===== src/rtl/lsu_pkg.sv =====
// Shared types and constants for the load/store unit: access sizes, FSM states,
// AXI burst/response encodings and the alignment helper.
package lsu_pkg;

    typedef enum logic [1:0] {
        SZ_B = 2'd0,
        SZ_H = 2'd1,
        SZ_W = 2'd2,
        SZ_D = 2'd3
    } size_e;

    typedef enum logic [2:0] {
        IDLE,
        RD_ADDR,
        RD_DATA,
        WR_REQ,
        WR_RESP,
        DONE
    } state_e;

    localparam logic [1:0] BURST_INCR = 2'b01;
    localparam logic [1:0] RESP_OKAY  = 2'b00;

    // True when the byte offset is not a multiple of the access size.
    function automatic logic is_misaligned(input logic [2:0] off, input size_e size);
        case (size)
            SZ_B:    return 1'b0;
            SZ_H:    return off[0];
            SZ_W:    return |off[1:0];
            default: return |off;
        endcase
    endfunction

endpackage


===== src/rtl/lsu_lane_align.sv =====
// Byte-lane steering for the LSU: store data/strobe placement onto the 64-bit bus
// and load data extraction with sign or zero extension.
module lsu_lane_align
    import lsu_pkg::*;
(
    input  logic [2:0]  off,
    input  size_e       size,
    input  logic        zero_ext,
    input  logic [63:0] st_data,
    output logic [63:0] wdata,
    output logic [7:0]  wstrb,
    input  logic [63:0] rdata,
    output logic [63:0] ld_data
);

    logic [63:0] shifted;
    logic [7:0]  base_strb;

    always_comb begin
        // NOTE: every output gets a default first so no path through the case can infer a latch.
        base_strb = 8'hFF;
        ld_data   = '0;
        // Shifts past bit 63 simply fall off: boundary-crossing accesses are truncated.
        wdata     = st_data << {off, 3'b000};
        shifted   = rdata >> {off, 3'b000};
        case (size)
            SZ_B: begin
                base_strb = 8'h01;
                ld_data   = {{56{~zero_ext & shifted[7]}}, shifted[7:0]};
            end
            SZ_H: begin
                base_strb = 8'h03;
                ld_data   = {{48{~zero_ext & shifted[15]}}, shifted[15:0]};
            end
            SZ_W: begin
                base_strb = 8'h0F;
                ld_data   = {{32{~zero_ext & shifted[31]}}, shifted[31:0]};
            end
            default: begin
                base_strb = 8'hFF;
                ld_data   = shifted;
            end
        endcase
        wstrb = base_strb << off;
    end

endmodule


===== src/rtl/lsu_axi.sv =====
// Memory-stage load/store unit issuing single-beat AXI reads and writes.
// Optional macro LSU_MISALIGN_TRAP_EN: misaligned requests complete with an error and no bus traffic.
module lsu_axi
    import lsu_pkg::*;
#(
    parameter int ID_WIDTH   = 13,
    parameter int ADDR_WIDTH = 64,
    parameter int DATA_WIDTH = 64,
    parameter int STRB_WIDTH = DATA_WIDTH / 8
) (
    input  logic                  clk,
    input  logic                  reset,

    input  logic                  req_valid,
    output logic                  req_ready,
    input  logic                  req_write,
    input  logic [ADDR_WIDTH-1:0] req_addr,
    input  logic [DATA_WIDTH-1:0] req_wdata,
    input  logic [1:0]            req_size,
    input  logic                  req_unsigned,

    output logic                  resp_valid,
    output logic [DATA_WIDTH-1:0] resp_rdata,
    output logic                  resp_err,

    output logic [ID_WIDTH-1:0]   m_axi_arid,
    output logic [ADDR_WIDTH-1:0] m_axi_araddr,
    output logic [7:0]            m_axi_arlen,
    output logic [2:0]            m_axi_arsize,
    output logic [1:0]            m_axi_arburst,
    output logic                  m_axi_arvalid,
    input  logic                  m_axi_arready,

    input  logic [DATA_WIDTH-1:0] m_axi_rdata,
    input  logic [1:0]            m_axi_rresp,
    input  logic                  m_axi_rlast,
    input  logic                  m_axi_rvalid,
    output logic                  m_axi_rready,

    output logic [ID_WIDTH-1:0]   m_axi_awid,
    output logic [ADDR_WIDTH-1:0] m_axi_awaddr,
    output logic [7:0]            m_axi_awlen,
    output logic [2:0]            m_axi_awsize,
    output logic [1:0]            m_axi_awburst,
    output logic                  m_axi_awvalid,
    input  logic                  m_axi_awready,

    output logic [DATA_WIDTH-1:0] m_axi_wdata,
    output logic [STRB_WIDTH-1:0] m_axi_wstrb,
    output logic                  m_axi_wlast,
    output logic                  m_axi_wvalid,
    input  logic                  m_axi_wready,

    input  logic [1:0]            m_axi_bresp,
    input  logic                  m_axi_bvalid,
    output logic                  m_axi_bready
);

    state_e                state;
    logic [ADDR_WIDTH-1:0] addr_q;
    logic [DATA_WIDTH-1:0] wdata_q;
    size_e                 size_q;
    logic                  zext_q;
    logic [DATA_WIDTH-1:0] ld_data;
    logic                  misalign_trap;
    logic                  aw_done;
    logic                  w_done;
    logic                  unused_rlast;

    // Single-beat responses always carry rlast, so it carries no information here.
    assign unused_rlast = m_axi_rlast;

`ifdef LSU_MISALIGN_TRAP_EN
    assign misalign_trap = is_misaligned(req_addr[2:0], size_e'(req_size));
`else
    assign misalign_trap = 1'b0;
`endif

    assign m_axi_arid    = '0;
    assign m_axi_araddr  = addr_q;
    assign m_axi_arlen   = 8'd0;
    assign m_axi_arsize  = {1'b0, size_q};
    assign m_axi_arburst = BURST_INCR;
    assign m_axi_awid    = '0;
    assign m_axi_awaddr  = addr_q;
    assign m_axi_awlen   = 8'd0;
    assign m_axi_awsize  = {1'b0, size_q};
    assign m_axi_awburst = BURST_INCR;
    assign m_axi_wlast   = 1'b1;

    // A channel counts as done once its valid has dropped or is handshaking now.
    assign aw_done = !m_axi_awvalid || m_axi_awready;
    assign w_done  = !m_axi_wvalid  || m_axi_wready;

    lsu_lane_align u_lane_align (
        .off      (addr_q[2:0]),
        .size     (size_q),
        .zero_ext (zext_q),
        .st_data  (wdata_q),
        .wdata    (m_axi_wdata),
        .wstrb    (m_axi_wstrb),
        .rdata    (m_axi_rdata),
        .ld_data  (ld_data)
    );

    // NOTE: sequential state uses non-blocking assignments so every register updates from pre-edge values.
    always_ff @(posedge clk or negedge reset) begin
        if (!reset) begin
            state         <= IDLE;
            addr_q        <= '0;
            wdata_q       <= '0;
            size_q        <= SZ_B;
            zext_q        <= 1'b0;
            req_ready     <= 1'b0;
            resp_valid    <= 1'b0;
            resp_rdata    <= '0;
            resp_err      <= 1'b0;
            m_axi_arvalid <= 1'b0;
            m_axi_rready  <= 1'b0;
            m_axi_awvalid <= 1'b0;
            m_axi_wvalid  <= 1'b0;
            m_axi_bready  <= 1'b0;
        end else begin
            resp_valid <= 1'b0;
            case (state)
                IDLE: begin
                    req_ready <= 1'b1;
                    if (req_ready && req_valid) begin
                        req_ready  <= 1'b0;
                        addr_q     <= req_addr;
                        wdata_q    <= req_wdata;
                        size_q     <= size_e'(req_size);
                        zext_q     <= req_unsigned;
                        resp_rdata <= '0;
                        resp_err   <= 1'b0;
                        if (misalign_trap) begin
                            resp_err <= 1'b1;
                            state    <= DONE;
                        end else if (req_write) begin
                            m_axi_awvalid <= 1'b1;
                            m_axi_wvalid  <= 1'b1;
                            state         <= WR_REQ;
                        end else begin
                            m_axi_arvalid <= 1'b1;
                            state         <= RD_ADDR;
                        end
                    end
                end
                RD_ADDR: begin
                    if (m_axi_arready) begin
                        m_axi_arvalid <= 1'b0;
                        m_axi_rready  <= 1'b1;
                        state         <= RD_DATA;
                    end
                end
                RD_DATA: begin
                    if (m_axi_rvalid) begin
                        m_axi_rready <= 1'b0;
                        resp_err     <= (m_axi_rresp != RESP_OKAY);
                        resp_rdata   <= (m_axi_rresp == RESP_OKAY) ? ld_data : '0;
                        state        <= DONE;
                    end
                end
                WR_REQ: begin
                    if (m_axi_awvalid && m_axi_awready) m_axi_awvalid <= 1'b0;
                    if (m_axi_wvalid && m_axi_wready)   m_axi_wvalid  <= 1'b0;
                    if (aw_done && w_done) begin
                        m_axi_bready <= 1'b1;
                        state        <= WR_RESP;
                    end
                end
                WR_RESP: begin
                    if (m_axi_bvalid) begin
                        m_axi_bready <= 1'b0;
                        resp_err     <= (m_axi_bresp != RESP_OKAY);
                        state        <= DONE;
                    end
                end
                DONE: begin
                    resp_valid <= 1'b1;
                    req_ready  <= 1'b1;
                    state      <= IDLE;
                end
                default: state <= IDLE;
            endcase
        end
    end

endmodule


===== config.mk =====
export PLATFORM = sky130hd
export DESIGN_NAME = lsu_axi
export DESIGN_NICKNAME = d
export VERILOG_FILES = /design/src/rtl/lsu_pkg.sv /design/src/rtl/lsu_lane_align.sv /design/src/rtl/lsu_axi.sv
export SDC_FILE = /design/constraint.sdc
export NUM_CORES = 1
export LEC_CHECK = 0
export ABC_AREA = 1
export CAP_MARGIN = 20
export CELL_PAD_IN_SITES_DETAIL_PLACEMENT = 0
export CELL_PAD_IN_SITES_GLOBAL_PLACEMENT = 1
export CORE_AREA = 2 2 209 211
export CTS_CLUSTER_DIAMETER = 120
export DETAILED_ROUTE_END_ITERATION = 8
export DIE_AREA = 0 0 211 213
export HOLD_SLACK_MARGIN = 0.03
export PLACE_DENSITY_LB_ADDON = 0.1
export SYNTH_ARGS = -nofsm -noshare
export SYNTH_HDL_FRONTEND = slang
export SYNTH_SLANG_ARGS = --single-unit

===== constraint.sdc =====
create_clock -name clk -period 2.6 [get_ports clk]
set_input_delay 0.52 -clock clk [delete_from_list [all_inputs] [get_ports clk]]
set_output_delay 0.52 -clock clk [all_outputs]
set_load 0.01 [all_outputs]

==> metrics.md <==
| Metric | Value |
|---|---|
| Status | `finished, violations left` |
| Failing checks | `setup timing` |
| Slew @ Worst Pin | `0.6544 ns` |
| WL/cell | `approximately 20 um` |
| Crit path from | `m_axi_araddr[0]` |
| DRT antenna net count | `0` |
| Clock Skews | `0.008456 ns` |
| Register area share after synthesis | `0.4036` |
| Pwr dens | `roughly 1400 nW/um2` |
| Max IR drop VDD | `0.6938 mV` |
| Final nets | `2473` |
| Slowest stage delay, CP | `0.58 ns` |
| Max clock buf depth | `3` |
| R2r startpoint | `m_axi_araddr[0]` |
| Top Family by Delay on Critical Path | `flip-flops` |
| Clk pin slew, worst setup/hold paths | `0.06 ns` |
| Largest net degree at the start of global routing | `100` |
| Layout area overhead | `53.89%` |
| Crit path required time | `2.08 ns` |
| CP bufs+invs | `4` |
| Slowest stage cell, crit path | `dfrtp_4` |
| CP Cell Sequence | `buf_12, buf_12, mux2i_2, nand2_1, o21ai_2, buf_6, o21ai_4, buf_6` |
| Placed Area | `roughly 18000 um2` |
| Final instance area | `19650 um2` |
| Final GP Congestion | `0.8366` |
| GRT overflow | `0` |
| Period utilization | `1.035` |
| Worst setup SP type | `register` |
| Row Count | `76` |
| Via density | `4.779` |
| Distinct cells, synth | `36` |
| Hold_sp | `resp_rdata[28]` |
| Core box area | `42700 um2` |
| Initial antenna violation count | `14` |
| Final setup margin | `-0.09212 ns` |
| Syn Inst Count | `1846` |
| Inst Count DP | `~2800` |
| Die area | `approximately 45000 um2` |
| Slew HR | `0.5637` |
| Peak Freq | `roughly 0.37 GHz` |
| Vias in the first global route | `~13000` |
| RSZ-0062 raised after global routing | `yes` |
| Crit path kind | `register to output pin` |
| Post-DP HPWL | `41.76 mm` |
| H-tree lvl count | `1` |
| Die height | `about 210 um` |
| Clock latency at the later pin of the worst-skew pair | `0.55 ns` |
| Share of layout cells above drive strength 1 | `0.1520` |
| Final setup vio count | `20` |
| Min Tclk post-route | `2.692 ns` |
| Syn_area_per_cell | `6.918 um2` |
| Root buf cell | `clkbuf_16` |
| Crit end category | `output pin` |
| Initial core utilization | `0.2991` |
| Via count | `between 10000 and 15000` |
| CTS tree | `yes` |
| CTS Buf Count | `27` |
| Initial DRC Count | `877` |
| Initial DRT Pass Iterations | `7` |
| Cell area after synthesis | `12770 um2` |
| Arrival @ worst endpoint | `2.17 ns` |
| Drt drc | `0` |
| Chip Width | `211 um` |
| Clock sink count | `206` |
| Syn. warnings | `0` |
| Final Max Slew Viols | `0` |
| HP Class | `register to register` |
| Pwr Total | `0.02744 W` |
| Max-Cap Viols | `0` |
| I/O Pins | `534` |
| Pleak | `roughly 9.5 nW` |
| PortBufs | `just under 500` |
| Global-route wire length before repair | `roughly 83 mm` |
| Post-route insts no fill | `2837` |
| #FFs+latches synth | `206` |
| Final Hold Fails | `0` |
| Gr usage total | `0.2462` |
| Post-Route WL | `between 50 and 60 mm` |
| CP Max Fanout | `8` |
## flip-flops by register name, indices dropped and copies added (netlist names)
name           flops
m_axi_araddr      64
m_axi_arvalid      1
resp_err           1
size_q             2
resp_valid         1
resp_rdata        64
m_axi_awvalid      1
m_axi_wvalid       1
wdata_q           64
req_ready          1
zext_q             1
state              3
m_axi_rready       1
m_axi_bready       1
## worst min-delay path, cell delays in order, from the launching register on
cell and delay, ns:
dfrtp_1 0.34, nand2_1 0.05, nand2_1 0.06
## metrics by stage
stage / hold WS [ns] / util / TNS (ns) / worst slack, ns
after CTS: 0.4640 / 0.4476 / -4.533 / -0.2199
final: 0.4764 / 0.4603 / -0.6160 / -0.09212
after floorplan: 0.2244 / - / 0 / 0.4885
after global routing: 0.4832 / 0.4601 / -3.581 / -0.1736
after detailed placement: 0.4635 / 0.4157 / -0.2081 / -0.07275
after global placement: 0.4593 / 0.4157 / -0.3016 / -0.1219
## final timing paths
kind / endpoint / slack [ns] / cells past startpoint
worst max-delay path: m_axi_wdata[62] / -0.09 / 8
worst min-delay path: resp_rdata[28] / 0.48 / 2
worst max register to register: resp_rdata[58] / 0.30 / 11
worst min register to register: resp_rdata[28] / 0.48 / 2
max in group asynchronous: wdata_q[24] / 1.35 / 3
min in group asynchronous: resp_err / 0.52 / 2
## cell families after synthesis
family          count (synthesis)  share of synthesized area
mux                            23                    0.01803
simple gates                 1028                     0.3218
other cells                     2                  0.0005881
flops                         206                     0.4036
buf+inv                       305                     0.1383
compound gates                282                     0.1176
## layer usage
layer,up-vias,share of wire,global-route usage
li1,6608,-,-
met1,6377,0.41,0.3052
met2,469,0.49,0.4139
met3,89,0.076,0.06339
met4,16,0.031,0.08791
met5,-,0.0016,0
## Yosys cell counts (all sizes together)
cell    count  area (um2)
nand2     829        3122
dfrtp     206        5155
buf       203        1383
o21ai     183       915.9
nand3     131       678.2
inv        67       251.5
nor2       61       270.3
a21oi      57       285.3
clkbuf     34       128.9
mux2i      23       230.2
o211ai     23       172.7
o22ai       7       43.79
a31oi       6       37.54
a22oi       3       22.52
nor3        3       15.01
conb        2       7.510
nand4       2       12.51
or2         2       12.52
a211oi      1       7.510
a22o        1       8.760
clkinv      1       3.750
o21bai      1       7.510
## cell usage in the layout (no fill, tap or decap), types with 3 or more instances in the layout
cell type          n
buf_2             43
nand2_4           11
nor2_2            12
inv_1             54
o21ai_4           13
inv_2              8
nand2_2           12
clkbuf_8           6
buf_4             55
o22ai_2            3
nand3_2           10
nor2_1            40
clkbuf_16         30
buf_6             22
clkbuf_2           6
diode_2            8
mux2i_4           10
nand3_1          119
o21ai_2           27
a21oi_1           55
buf_12            25
nor2_4             8
o22ai_4            4
clkinv_2           6
clkdlybuf4s50_1  408
mux2i_1            6
a31oi_1            5
buf_16             3
nor3_1             3
dfrtp_1          203
o21ai_1           70
conb_1            49
mux2i_2            7
nand2_1          806
o21ai_0           73
bufinv_16          3
clkbuf_1           7
buf_8              3
o211ai_1          23
## area by class of cell
class	instances	area [um2]
Tap cell	546	683.2
Fill cell	4330	23040
Multi-Input combinational cell	1382	6758
Inverter	68	279.0
Clock inverter	8	115.1
Clock buffer	40	784.5
Antenna cell	8	20.02
Sequential cell	206	5161
Timing Repair Buffer	579	5853
## timing repair
action,CTS,global route
hold endpoints to repair,56,0
gates resized for setup,356,199
setup endpoints to repair,72,66
buffers inserted,16,10
cloned,6,3
hold buffers,1,0
pin swaps,14,34
## power by group
group / internal (W) / switching [W] / total, W / leakage, nW
Sequential: 0.00461 / 0.00132 / 0.00593 / 2.65
Clock: 0.00236 / 0.00148 / 0.00384 / 0.446
Combinational: 0.00782 / 0.00985 / 0.0177 / 6.44
(Power assumes the default switching activity.)
